--- src/rtl/multiplier_arbiter.sv ---
`default_nettype none
// ============================================================================
// Module   : multiplier_arbiter
// Purpose  : Round-robin arbiter and sequencer sharing one DATA_W x DATA_W
//            multiplier between two requesters. It accepts one operand pair
//            through a valid/ready handshake, pulses mul_start for one cycle,
//            waits for mul_done under a watchdog, then returns the product
//            tagged with the requester id through a valid/ready response
//            handshake. Only one multiplication is in flight at a time.
// Ports    : clk, reset_a (async, active-low)
//            req0_* / req1_*  : requester valid/ready with operands a, b
//            mul_*            : multiplier start, operands, done, product
//            rsp_*            : response valid/ready, data, id, error flag
//            busy, state_out  : status (IDLE=00 ISSUE=01 WAIT=10 RESP=11)
// Revision : 1.0 - initial release
// ============================================================================
module multiplier_arbiter #(
    parameter int DATA_W  = 8,
    parameter int TIMEOUT = 16
) (
    input  logic                clk,
    input  logic                reset_a,
    input  logic                req0_valid,
    input  logic [DATA_W-1:0]   req0_a,
    input  logic [DATA_W-1:0]   req0_b,
    output logic                req0_ready,
    input  logic                req1_valid,
    input  logic [DATA_W-1:0]   req1_a,
    input  logic [DATA_W-1:0]   req1_b,
    output logic                req1_ready,
    output logic                mul_start,
    output logic [DATA_W-1:0]   mul_dataa,
    output logic [DATA_W-1:0]   mul_datab,
    input  logic                mul_done,
    input  logic [2*DATA_W-1:0] mul_product,
    output logic                rsp_valid,
    input  logic                rsp_ready,
    output logic [2*DATA_W-1:0] rsp_data,
    output logic                rsp_id,
    output logic                rsp_err,
    output logic                busy,
    output logic [1:0]          state_out
);

    localparam logic [1:0] c_IDLE  = 2'b00;
    localparam logic [1:0] c_ISSUE = 2'b01;
    localparam logic [1:0] c_WAIT  = 2'b10;
    localparam logic [1:0] c_RESP  = 2'b11;

    localparam int                 c_CNT_W    = $clog2(TIMEOUT);
    localparam logic [c_CNT_W-1:0] c_CNT_LAST = c_CNT_W'(TIMEOUT - 1);

    logic [1:0]          r_state;
    logic                r_ptr;
    logic                r_id;
    logic [DATA_W-1:0]   r_dataa;
    logic [DATA_W-1:0]   r_datab;
    logic [2*DATA_W-1:0] r_rsp_data;
    logic                r_rsp_id;
    logic                r_rsp_err;
    logic [c_CNT_W-1:0]  r_cnt;

    logic w_idle;
    logic w_grant0;
    logic w_grant1;

    // A lone requester always wins; on contention the pointer decides.
    // The two grants are mutually exclusive by construction.
    assign w_idle   = (r_state == c_IDLE);
    assign w_grant0 = w_idle && req0_valid && (!req1_valid || (r_ptr == 1'b0));
    assign w_grant1 = w_idle && req1_valid && (!req0_valid || (r_ptr == 1'b1));

    assign req0_ready = w_grant0;
    assign req1_ready = w_grant1;
    assign mul_start  = (r_state == c_ISSUE);
    assign mul_dataa  = r_dataa;
    assign mul_datab  = r_datab;
    assign rsp_valid  = (r_state == c_RESP);
    assign rsp_data   = r_rsp_data;
    assign rsp_id     = r_rsp_id;
    assign rsp_err    = r_rsp_err;
    assign busy       = !w_idle;
    assign state_out  = r_state;

    always_ff @(posedge clk or negedge reset_a) begin
        if (!reset_a) begin
            r_state    <= c_IDLE;
            r_ptr      <= 1'b0;
            r_id       <= 1'b0;
            r_dataa    <= '0;
            r_datab    <= '0;
            r_rsp_data <= '0;
            r_rsp_id   <= 1'b0;
            r_rsp_err  <= 1'b0;
            r_cnt      <= '0;
        end else begin
            case (r_state)
                c_IDLE: begin
                    if (w_grant0 || w_grant1) begin
                        r_dataa <= w_grant1 ? req1_a : req0_a;
                        r_datab <= w_grant1 ? req1_b : req0_b;
                        r_id    <= w_grant1;
                        r_state <= c_ISSUE;
                    end
                end
                c_ISSUE: begin
                    r_cnt   <= '0;
                    r_state <= c_WAIT;
                end
                c_WAIT: begin
                    // A done arriving on the last permitted cycle beats the
                    // watchdog, so it is tested first.
                    if (mul_done) begin
                        r_rsp_data <= mul_product;
                        r_rsp_err  <= 1'b0;
                        r_rsp_id   <= r_id;
                        r_state    <= c_RESP;
                    end else if (r_cnt == c_CNT_LAST) begin
                        r_rsp_data <= '0;
                        r_rsp_err  <= 1'b1;
                        r_rsp_id   <= r_id;
                        r_state    <= c_RESP;
                    end else begin
                        r_cnt <= r_cnt + c_CNT_W'(1);
                    end
                end
                c_RESP: begin
                    if (rsp_ready) begin
                        r_ptr   <= ~r_rsp_id;
                        r_state <= c_IDLE;
                    end
                end
                default: r_state <= c_IDLE;
            endcase
        end
    end

endmodule
`default_nettype wire
--- config.mk ---
export PLATFORM = sky130hd
export DESIGN_NAME = multiplier_arbiter
export DESIGN_NICKNAME = d
export VERILOG_FILES = /design/src/rtl/multiplier_arbiter.sv
export SDC_FILE = /design/constraint.sdc
export NUM_CORES = 1
export LEC_CHECK = 0
export ABC_AREA = 1
export CAP_MARGIN = 25
export CORE_UTILIZATION = 45
export CTS_CLUSTER_DIAMETER = 80
export CTS_CLUSTER_SIZE = 30
export DETAILED_ROUTE_END_ITERATION = 10
export GPL_ROUTABILITY_DRIVEN = 0
export PLACE_DENSITY = 0.85
export SLEW_MARGIN = 5
export SYNTH_ARGS = -nofsm -noshare
export SYNTH_HDL_FRONTEND = slang
export SYNTH_SLANG_ARGS = --single-unit
--- constraint.sdc ---
create_clock -name clk -period 3.1 [get_ports clk]
set_input_delay 0.775 -clock clk [delete_from_list [all_inputs] [get_ports clk]]
set_output_delay 0.775 -clock clk [all_outputs]
set_load 0.05 [all_outputs]
==> summary.txt, run 1 <==
status: complete, but fails checks
violated checks: DRC
Largest delay share family, worst path: buffers and inverters
I/O pin cnt: 95
gr usage total: 21.2%
Relative slew margins: 63.5%
top sig layer: met4
initial drt markers: 120
post-synth top area share: 49.1%
Seq/Total Area, Yosys: 49.1%
initial core utilization: 47.8%
IO Port Bufs: 94
Yosys top cell by area: dfrtp_1
largest net degree at the start of global routing: 43
Worst Clk Skew: 0.00720 ns
worst stage delay on the critical path: 0.51 ns
vias per cell: 4.93
overall power: 3.55 mW
Synth cell types: 20
Die X: 71.0 um
cell chain of the critical path: clkdlybuf4s50_1, nand2_2, inv_4, nand2_4, inv_1, buf_12
clk_lat worst skew: 0.30 ns
Sink Count: 42
critical path depth: 6
Met1 Wirelength: 2.24 mm
CP arrival: 1.98 ns
final setup fails: 0
HP Class: input pin to async pin
Hold WS: 0.387 ns
main area contributors after synthesis: dfrtp_1 49%, nand2_1 22%, nand3b_1 5.6%, inv_1 5.3%, nand3_1 5.1%
LEAKAGE: 1.66 nW
Post-CTS Hold Buffers: 0
gr ovfl total: 0
CP startpoint kind: input pin
CP Capture Type: output port
measured slew at the worst slew-check pin: 0.545 ns
WL/cell: 12.4 um
Detail Placement HPWL: 3.78 mm
ANT cells: 0
Core Region: 4470 um^2
Die Ht: 71.0 um
# H-tree levels: 2
R2R Setup Slk: 1.37 ns
most frequent cell after synthesis: nand2_1
Buf/Inv on CP: 4
reg2reg start: state_out[0]
Post-Syn Area: 2140 um^2
IR Drop Worst-Case VDD: 0.000705 V
met2 routed WL: 2.36 mm
setup repair bufs after CTS: 0
Clock transition at path regs: 0.08 ns
syn nets: 330
Synth Register Bits: 42
Area growth syn-to-layout: 51.2%
R2R depth: 7
CP required: 2.32 ns
met3 wire length: 553 um
Syn. warnings: 0
Avg Cell Area, Syn: 7.93 um^2
TritonCTS Buffers: 5
setup TNS: 0 ns
layout cells sized above 1: 7.08%
Fmax: 0.364 GHz
Power Dens Cells: 1100 nW/um^2
final hold violations: 0
Final Critical Period: 2.75 ns
max-slew violation count: 0
Post-synth EDFFs: 0
die area: 5040 um^2
max-cap violation count: 0
DRT Pass-1 Iters: 7
CTS Root Buffer Type: clkbuf_8
Async S/R FF share, synth: 100%
vias in the first global route: 1941
antenna-violating nets left: 0
dominant synthesized flop cell: dfrtp_1
Final nets: 426
# rows: 24
Critical-path top delay cell: clkdlybuf4s50_1
worst r2r dst: mul_dataa[1]
vias post-DR: 2067
RSZ-0062 raised after global routing: no
initial antenna violation count: 0
global-route wire length before repair: 8.40 mm
Crit Path Max Fanout: 18
Synth top cells by count: 124 x nand2_1, 42 x dfrtp_1, 30 x inv_1, 22 x nand3_1, 16 x nand3b_1
Post-CTS Resized: 0
end of the critical path: req1_ready
CTS Buffer Depth: 2
critical path type: input pin to output port
Remaining DRCs: 11
CTS tree: built
Crit. Startpoint: req1_valid
Syn Inst Count: 270
Routed Wire Length: 5.20 mm
final period utilization: 88.7%
==> layout by cell type, fill, tap and decap left out, types with 2 or more instances in the layout <==
| master | instances |
|---|---|
| nand2_2 | 4 |
| inv_2 | 3 |
| clkdlybuf4s50_1 | 91 |
| inv_1 | 30 |
| clkbuf_8 | 5 |
| nand4_1 | 4 |
| nand3b_1 | 16 |
| nor2_1 | 2 |
| buf_12 | 3 |
| nand2_1 | 124 |
| dfrtp_1 | 42 |
| nand2_4 | 2 |
| ha_1 | 6 |
| nand3_1 | 22 |
| a21oi_1 | 3 |
==> metrics by stage <==
stage	cells	worst slack, ns	area [um^2]	util, %
floorplan	270	0.464	2140	-
global placement	410	0.363	3100	69.4
detailed placement	410	0.361	3100	69.4
CTS	418	0.352	3220	71.9
global route	419	0.263	3240	72.3
finish	419	0.349	3240	72.3
==> worst reg2reg max path: stages, from the launching register on <==
cell and delay [ns]:
dfrtp_1 0.42, inv_1 0.12, ha_1 0.26, nand2_1 0.13, nand2_2 0.29, inv_2 0.23
nand2_1 0.12, nand2_1 0.06
==> area by class of cell <==
class	count	area, um^2
Inverter	34	130
Clock inverter	3	43.8
Sequential cell	42	1050
Fill cell	350	1240
Tap cell	52	65.1
Timing Repair Buffer	96	983
Multi-Input combinational cell	187	895
Clock buffer	5	68.8
==> where the power goes <==
part,switching [mW],internal (mW)
logic,1.47,0.711
registers,0.143,0.790
clock network,0.193,0.241
total,1.81,1.74
==> how the worst min path moves through the flow <==
stage / cells past startpoint / from / slack, ns / to
3_5_place_dp: 2 / rsp_data[5] / 0.46 / rsp_data[5]
3_3_place_gp: 2 / rsp_data[5] / 0.45 / rsp_data[5]
2_1_floorplan: 2 / r_id / 0.44 / r_id
6_report: 1 / reset_a / 0.39 / mul_dataa[0]
5_1_grt: 1 / reset_a / 0.40 / mul_dataa[4]
4_1_cts: 2 / rsp_data[14] / 0.48 / rsp_data[14]
==> state kept, by name, indices dropped and copies added (netlist names), 2 cells and up <==
name / cells
r_cnt: 4
rsp_data: 16
mul_datab: 8
mul_dataa: 8
state_out: 2
==> layer usage <==
layer  track usage, %  up-vias
li1                 -     1028
met1             27.2      943
met2             35.4       91
met3             6.41        5
met4             5.33        0
met5                0        -
==> cell families (layout without fill, tap and decap cells) <==
family	count (synthesis)	in the layout	synth area share, %
buffers and inverters	41	138	9.12
AND/OR/NAND/NOR	177	177	37.3
AO/OA/AOI/OAI	4	4	0.994
adder cells (fa/ha/maj)	6	6	3.51
flip-flops	42	42	49.1
Power figures use the tool's default switching activity.
==> run 2, diff against run 1 <==
- clock period: 3.1 -> 3.2 ns (I/O delays scaled with it)
==> summary.txt, run 2 (synthesized netlist as in run 1, its figures left out) <==
Sink Count: 42 (unchanged)
met2 routed WL: 2.36 mm (unchanged)
Critical-path top delay cell: clkdlybuf4s50_1
pre-CTS setup slack: 0.413 ns (+0.0518 ns)
layout cells sized above 1: 6.81% (-0.27 points)
CP arrival: 2.01 ns (+0.03 ns)
largest net degree at the start of global routing: 43 (unchanged)
Multi-input gate area: 895 um^2 (unchanged)
Detail Placement HPWL: 3.75 mm (-0.77%)
Power Dens Cells: 1060 nW/um^2 (-3.5%)
die area: 5040 um^2 (unchanged)
Comb pwr share: 61.6% (+0.2 points)
R2R depth: 7 (unchanged)
final hold violations: 0 (unchanged)
overall power: 3.42 mW (-3.6%)
vias post-DR: 2045 (-1.1%)
HP Class: input pin to async pin
top sig layer: met4
CP Capture Type: output port
Clock power frac: 12.0% (-0.3 points)
cell chain of the critical path: clkdlybuf4s50_1, nand2_2, inv_4, nand2_4, inv_1, buf_12
sequential power share: 26.4% (about the same)
# rows: 24 (unchanged)
Crit Path Max Fanout: 18 (unchanged)
initial antenna violation count: 0 (unchanged)
# fillers: 354 (+1.1%)
ANT cells: 0 (unchanged)
max-cap violation count: 0 (unchanged)
most common cell after layout, fill and taps aside: nand2_1
Finished Core Util: 72.3% (about the same)
I/O pin cnt: 95 (unchanged)
Routed Wire Length: 5.14 mm (-1.0%)
CP startpoint kind: input pin
clk_lat worst skew: 0.29 ns (about the same)
Die Ht: 71.0 um (unchanged)
CP required: 2.40 ns (+0.08 ns)
Fmax: 0.356 GHz
vias in the first global route: 1896 (-2.3%)
R2R Setup Slk: 1.50 ns (+0.13 ns)
max-slew violation count: 0 (unchanged)
RSZ-0062 raised after global routing: no
Clock transition at path regs: 0.08 ns (about the same)
dpl cell area: 3100 um^2 (unchanged)
initial core utilization: 47.8% (unchanged)
Die X: 71.0 um (unchanged)
Relative slew margins: 63.9% (+0.32 points)
IO Port Bufs: 94 (unchanged)
setup repair bufs after CTS: 0 (unchanged)
status: complete, but fails checks
most frequent cells in the layout: 124 x nand2_1, 91 x clkdlybuf4s50_1, 42 x dfrtp_1
antenna-violating nets left: 0 (unchanged)
Worst Clk Skew: 0.00882 ns (+0.00162 ns)
Post-CTS Hold Buffers: 0 (unchanged)
initial drt markers: 116 (-3.3%)
Crit. Startpoint: req1_valid
IR Drop Worst-Case VDD: 0.000548 V (-22%)
CTS Buffer Depth: 2 (unchanged)
critical path type: input pin to output port
LEAKAGE: 1.65 nW (-0.43%)
vias per cell: 4.88 (-1.1%)
worst r2r dst: mul_datab[0]
placed insts: 410 (unchanged)
Met1 Wirelength: 2.19 mm (-2.1%)
gr ovfl total: 0 (unchanged)
Final Critical Period: 2.81 ns
max reg flops: 16 (unchanged)
DRT Pass-1 Iters: 8 (+1)
Remaining DRCs: 11 (unchanged)
CTS tree: built
final setup fails: 0 (unchanged)
violated checks: DRC
setup TNS: 0 ns (unchanged)
Post-CTS Resized: 0 (unchanged)
final period utilization: 87.7%
met3 wire length: 517 um (-6.5%)
Reg area: 1050 um^2 (unchanged)
switching pwr: 1.73 mW (-4.0%)
TritonCTS Buffers: 5 (unchanged)
Setup WS post-layout: 0.394 ns (+0.0446 ns)
gr usage total: 21.4% (+0.17 points)
Final nets: 426 (unchanged)
measured slew at the worst slew-check pin: 0.540 ns (-0.00475 ns)
# H-tree levels: 2 (unchanged)
Area growth syn-to-layout: 51.1% (about the same)
global-route wire length before repair: 8.43 mm (+0.32%)
Layout Cells excl Fill: 419 (unchanged)
reg2reg start: state_out[0]
worst stage delay on the critical path: 0.51 ns (about the same)
CTS Root Buffer Type: clkbuf_8
P_int: 1.69 mW (-3.2%)
Core Region: 4470 um^2 (unchanged)
Hold WS: 0.289 ns (-0.0983 ns)
Switching Fraction: 50.7% (-0.21 points)
fin area: 3230 um^2 (about the same)
WL/cell: 12.3 um (-1.0%)
end of the critical path: req1_ready
[run 2: cell count changes in the layout (fill, tap and decap cells not counted)]
cell        delta
clkbuf_1       +1
clkinv_2       -1
clkinvlp_4     +1
inv_6          -1
[run 2: worst min path at each step]
stage / startpoint / end / slack, ns / cells after the start
2_1_floorplan: r_id / r_id / 0.44 / 2
6_report: reset_a / mul_dataa[0] / 0.29 / 1
5_1_grt: reset_a / mul_dataa[0] / 0.27 / 1
3_3_place_gp: rsp_data[5] / rsp_data[5] / 0.45 / 2
4_1_cts: rsp_data[7] / rsp_data[7] / 0.48 / 2
3_5_place_dp: rsp_data[7] / rsp_data[7] / 0.46 / 2
[run 2: layer usage]
metal,global-route usage [%],vias up
met3,7.12,7
met2,35.0,83
met1,27.4,930
li1,-,1025
met4,5.56,0
met5,0,-
[run 2: area by class of cell]
class                   count  area share (%)
clock buffers               6            2.24
clock inverters             2            1.16
inverters                  34            4.02
multi-input cells         187            27.7
flip-flops and latches     42            32.5
well taps                  52            2.01
repair buffers             96            30.4
[run 2: power groups by stage]
| stage | Clock (mW) | Sequential [mW] | Combinational (mW) |
|---|---|---|---|
| global route | 0.446 | 0.935 | 2.26 |
| detailed placement | 0 | 0.910 | 2.11 |
| finish | 0.411 | 0.903 | 2.11 |
| global placement | 0 | 0.904 | 2.08 |
| floorplan | 0 | 1.64 | 0.709 |
| CTS | 0.420 | 0.905 | 2.12 |
[run 2: worst max-delay path: cells and delay by family]
family	cells	cell delay, ns
buf+inv	4	0.95
simple gates	2	0.25
==> run 3, diff against run 2 <==
- SKIP_LAST_GASP: unset -> 1
- SLEW_MARGIN: 5 -> 20
==> summary.txt, run 3 (synthesized netlist as in run 1, its figures left out) <==
critical path type: input pin to output port
I/O pin cnt: 95 (unchanged)
cell chain of the critical path: clkdlybuf4s50_1, nand2_2, inv_4, nand2_4, inv_1, buf_12
sequential power share: 26.4% (about the same)
CTS tree: built
most common cell after layout, fill and taps aside: nand2_1
Worst Clk Skew: 0.00681 ns (-0.00201 ns)
CP Capture Type: output port
CP startpoint kind: input pin
measured slew at the worst slew-check pin: 0.543 ns (+0.00224 ns)
die area: 5040 um^2 (unchanged)
antenna-violating nets left: 0 (unchanged)
placed insts: 410 (unchanged)
# rows: 24 (unchanged)
CTS Root Buffer Type: clkbuf_8
Clock power frac: 12.0% (about the same)
pre-CTS setup slack: 0.413 ns (unchanged)
CP required: 2.40 ns (about the same)
gr usage total: 21.4% (unchanged)
Area growth syn-to-layout: 51.1% (unchanged)
Core Region: 4470 um^2 (unchanged)
worst stage delay on the critical path: 0.51 ns (about the same)
gr ovfl total: 0 (unchanged)
HP Class: input pin to async pin
Power Dens Cells: 1060 nW/um^2 (-0.15%)
Crit Path Max Fanout: 18 (unchanged)
violated checks: DRC
vias in the first global route: 1896 (unchanged)
Fmax: 0.359 GHz (+0.62%)
Finished Core Util: 72.3% (unchanged)
setup TNS: 0 ns (unchanged)
IR Drop Worst-Case VDD: 0.000547 V (-0.27%)
vias post-DR: 2026 (-0.93%)
vias per cell: 4.84 (-0.93%)
initial antenna violation count: 0 (unchanged)
DRT Pass-1 Iters: 8 (unchanged)
status: complete, but fails checks
WL/cell: 12.1 um (-1.2%)
largest net degree at the start of global routing: 43 (unchanged)
P_int: 1.69 mW (about the same)
initial drt markers: 116 (unchanged)
CTS Buffer Depth: 2 (unchanged)
Comb pwr share: 61.6% (about the same)
Final nets: 426 (unchanged)
Critical-path top delay cell: clkdlybuf4s50_1
final period utilization: 87.1% (-0.54 points)
Die Ht: 71.0 um (unchanged)
Post-CTS Hold Buffers: 0 (unchanged)
Remaining DRCs: 11 (unchanged)
setup repair bufs after CTS: 0 (unchanged)
Routed Wire Length: 5.08 mm (-1.2%)
ANT cells: 0 (unchanged)
max reg flops: 16 (unchanged)
Relative slew margins: 63.7% (-0.15 points)
clk_lat worst skew: 0.29 ns (about the same)
most frequent cells in the layout: 124 x nand2_1, 91 x clkdlybuf4s50_1, 42 x dfrtp_1
switching pwr: 1.73 mW (-0.30%)
Final Critical Period: 2.79 ns (-0.0172 ns)
RSZ-0062 raised after global routing: no
Clock transition at path regs: 0.08 ns (about the same)
Setup WS post-layout: 0.411 ns (+0.0172 ns)
max-cap violation count: 0 (unchanged)
# H-tree levels: 2 (unchanged)
M1 GR Usage: 27.4% (unchanged)
LEAKAGE: 1.65 nW (unchanged)
# fillers: 352 (-0.56%)
met3 global-route usage: 7.12% (unchanged)
IO Port Bufs: 94 (unchanged)
layout cells sized above 1: 6.81% (unchanged)
Post-CTS Resized: 0 (unchanged)
reg2reg start: state_out[0]
max-slew violation count: 0 (unchanged)
Sink Count: 42 (unchanged)
initial core utilization: 47.8% (unchanged)
most used routing layer: met2
met2 GRT Util: 35.0% (unchanged)
TritonCTS Buffers: 5 (unchanged)
R2R depth: 7 (unchanged)
final setup fails: 0 (unchanged)
global-route wire length before repair: 8.43 mm (unchanged)
final hold violations: 0 (unchanged)
Layout Cells excl Fill: 419 (unchanged)
R2R Setup Slk: 1.50 ns (about the same)
Switching Fraction: 50.6% (-0.075 points)
worst r2r dst: mul_datab[0]
Die X: 71.0 um (unchanged)
CP arrival: 1.99 ns (-0.02 ns)
Detail Placement HPWL: 3.75 mm (unchanged)
==> run 3: cell counts in the layout (fill, tap and decap cells not counted) <==
Identical to the previous run, type by type.
==> run 3: power groups by stage <==
stage               sequential, mW  clock [mW]  combinational (mW)
floorplan                     1.64           0               0.709
global placement             0.904           0                2.08
detailed placement           0.910           0                2.11
CTS                          0.905       0.420                2.12
global route                 0.935       0.446                2.26
finish                       0.903       0.410                2.10
==> run 3: worst max path at each step <==
stage                 startpoint         end  slack, ns
finish                req1_valid  req1_ready       0.41
global route          req1_valid  req1_ready       0.34
CTS                   req1_valid  req1_ready       0.40
detailed placement    req1_valid  req1_ready       0.41
global placement      req1_valid  req1_ready       0.41
floorplan           state_out[0]  req0_ready       0.54
==> run 3: cell type report <==
cell class	count	area (um^2)	area share, %
tap	52	65.1	2.01
timing repair buffer	96	983	30.4
multi-input combinational	187	895	27.7
clock buffer	6	72.6	2.24
sequential	42	1050	32.5
inverter	34	130	4.02
clock inverter	2	37.5	1.16
==> run 3: critical path, delay by kind of cell <==
kind | cells | cell delay [ns]
buffers and inverters | 4 | 0.94
and+or+nand+nor | 2 | 0.24
==> run 3: routing by layer <==
layer | part of all wire, % | routed length [um]
met5 | 0 | 0
met4 | 1.4 | 72
met3 | 10 | 506
met2 | 45 | 2310
met1 | 43 | 2200
==> run 3: metrics by stage <==
step | total power, mW | cell area [um^2] | hold WS [ns]
final | 3.42 | 3230 | 0.350
after global routing | 3.64 | 3230 | 0.345
after CTS | 3.44 | 3210 | 0.477
after detailed placement | 3.02 | 3100 | 0.458
after global placement | 2.98 | 3100 | 0.453
after floorplan | 2.35 | 2140 | 0.443
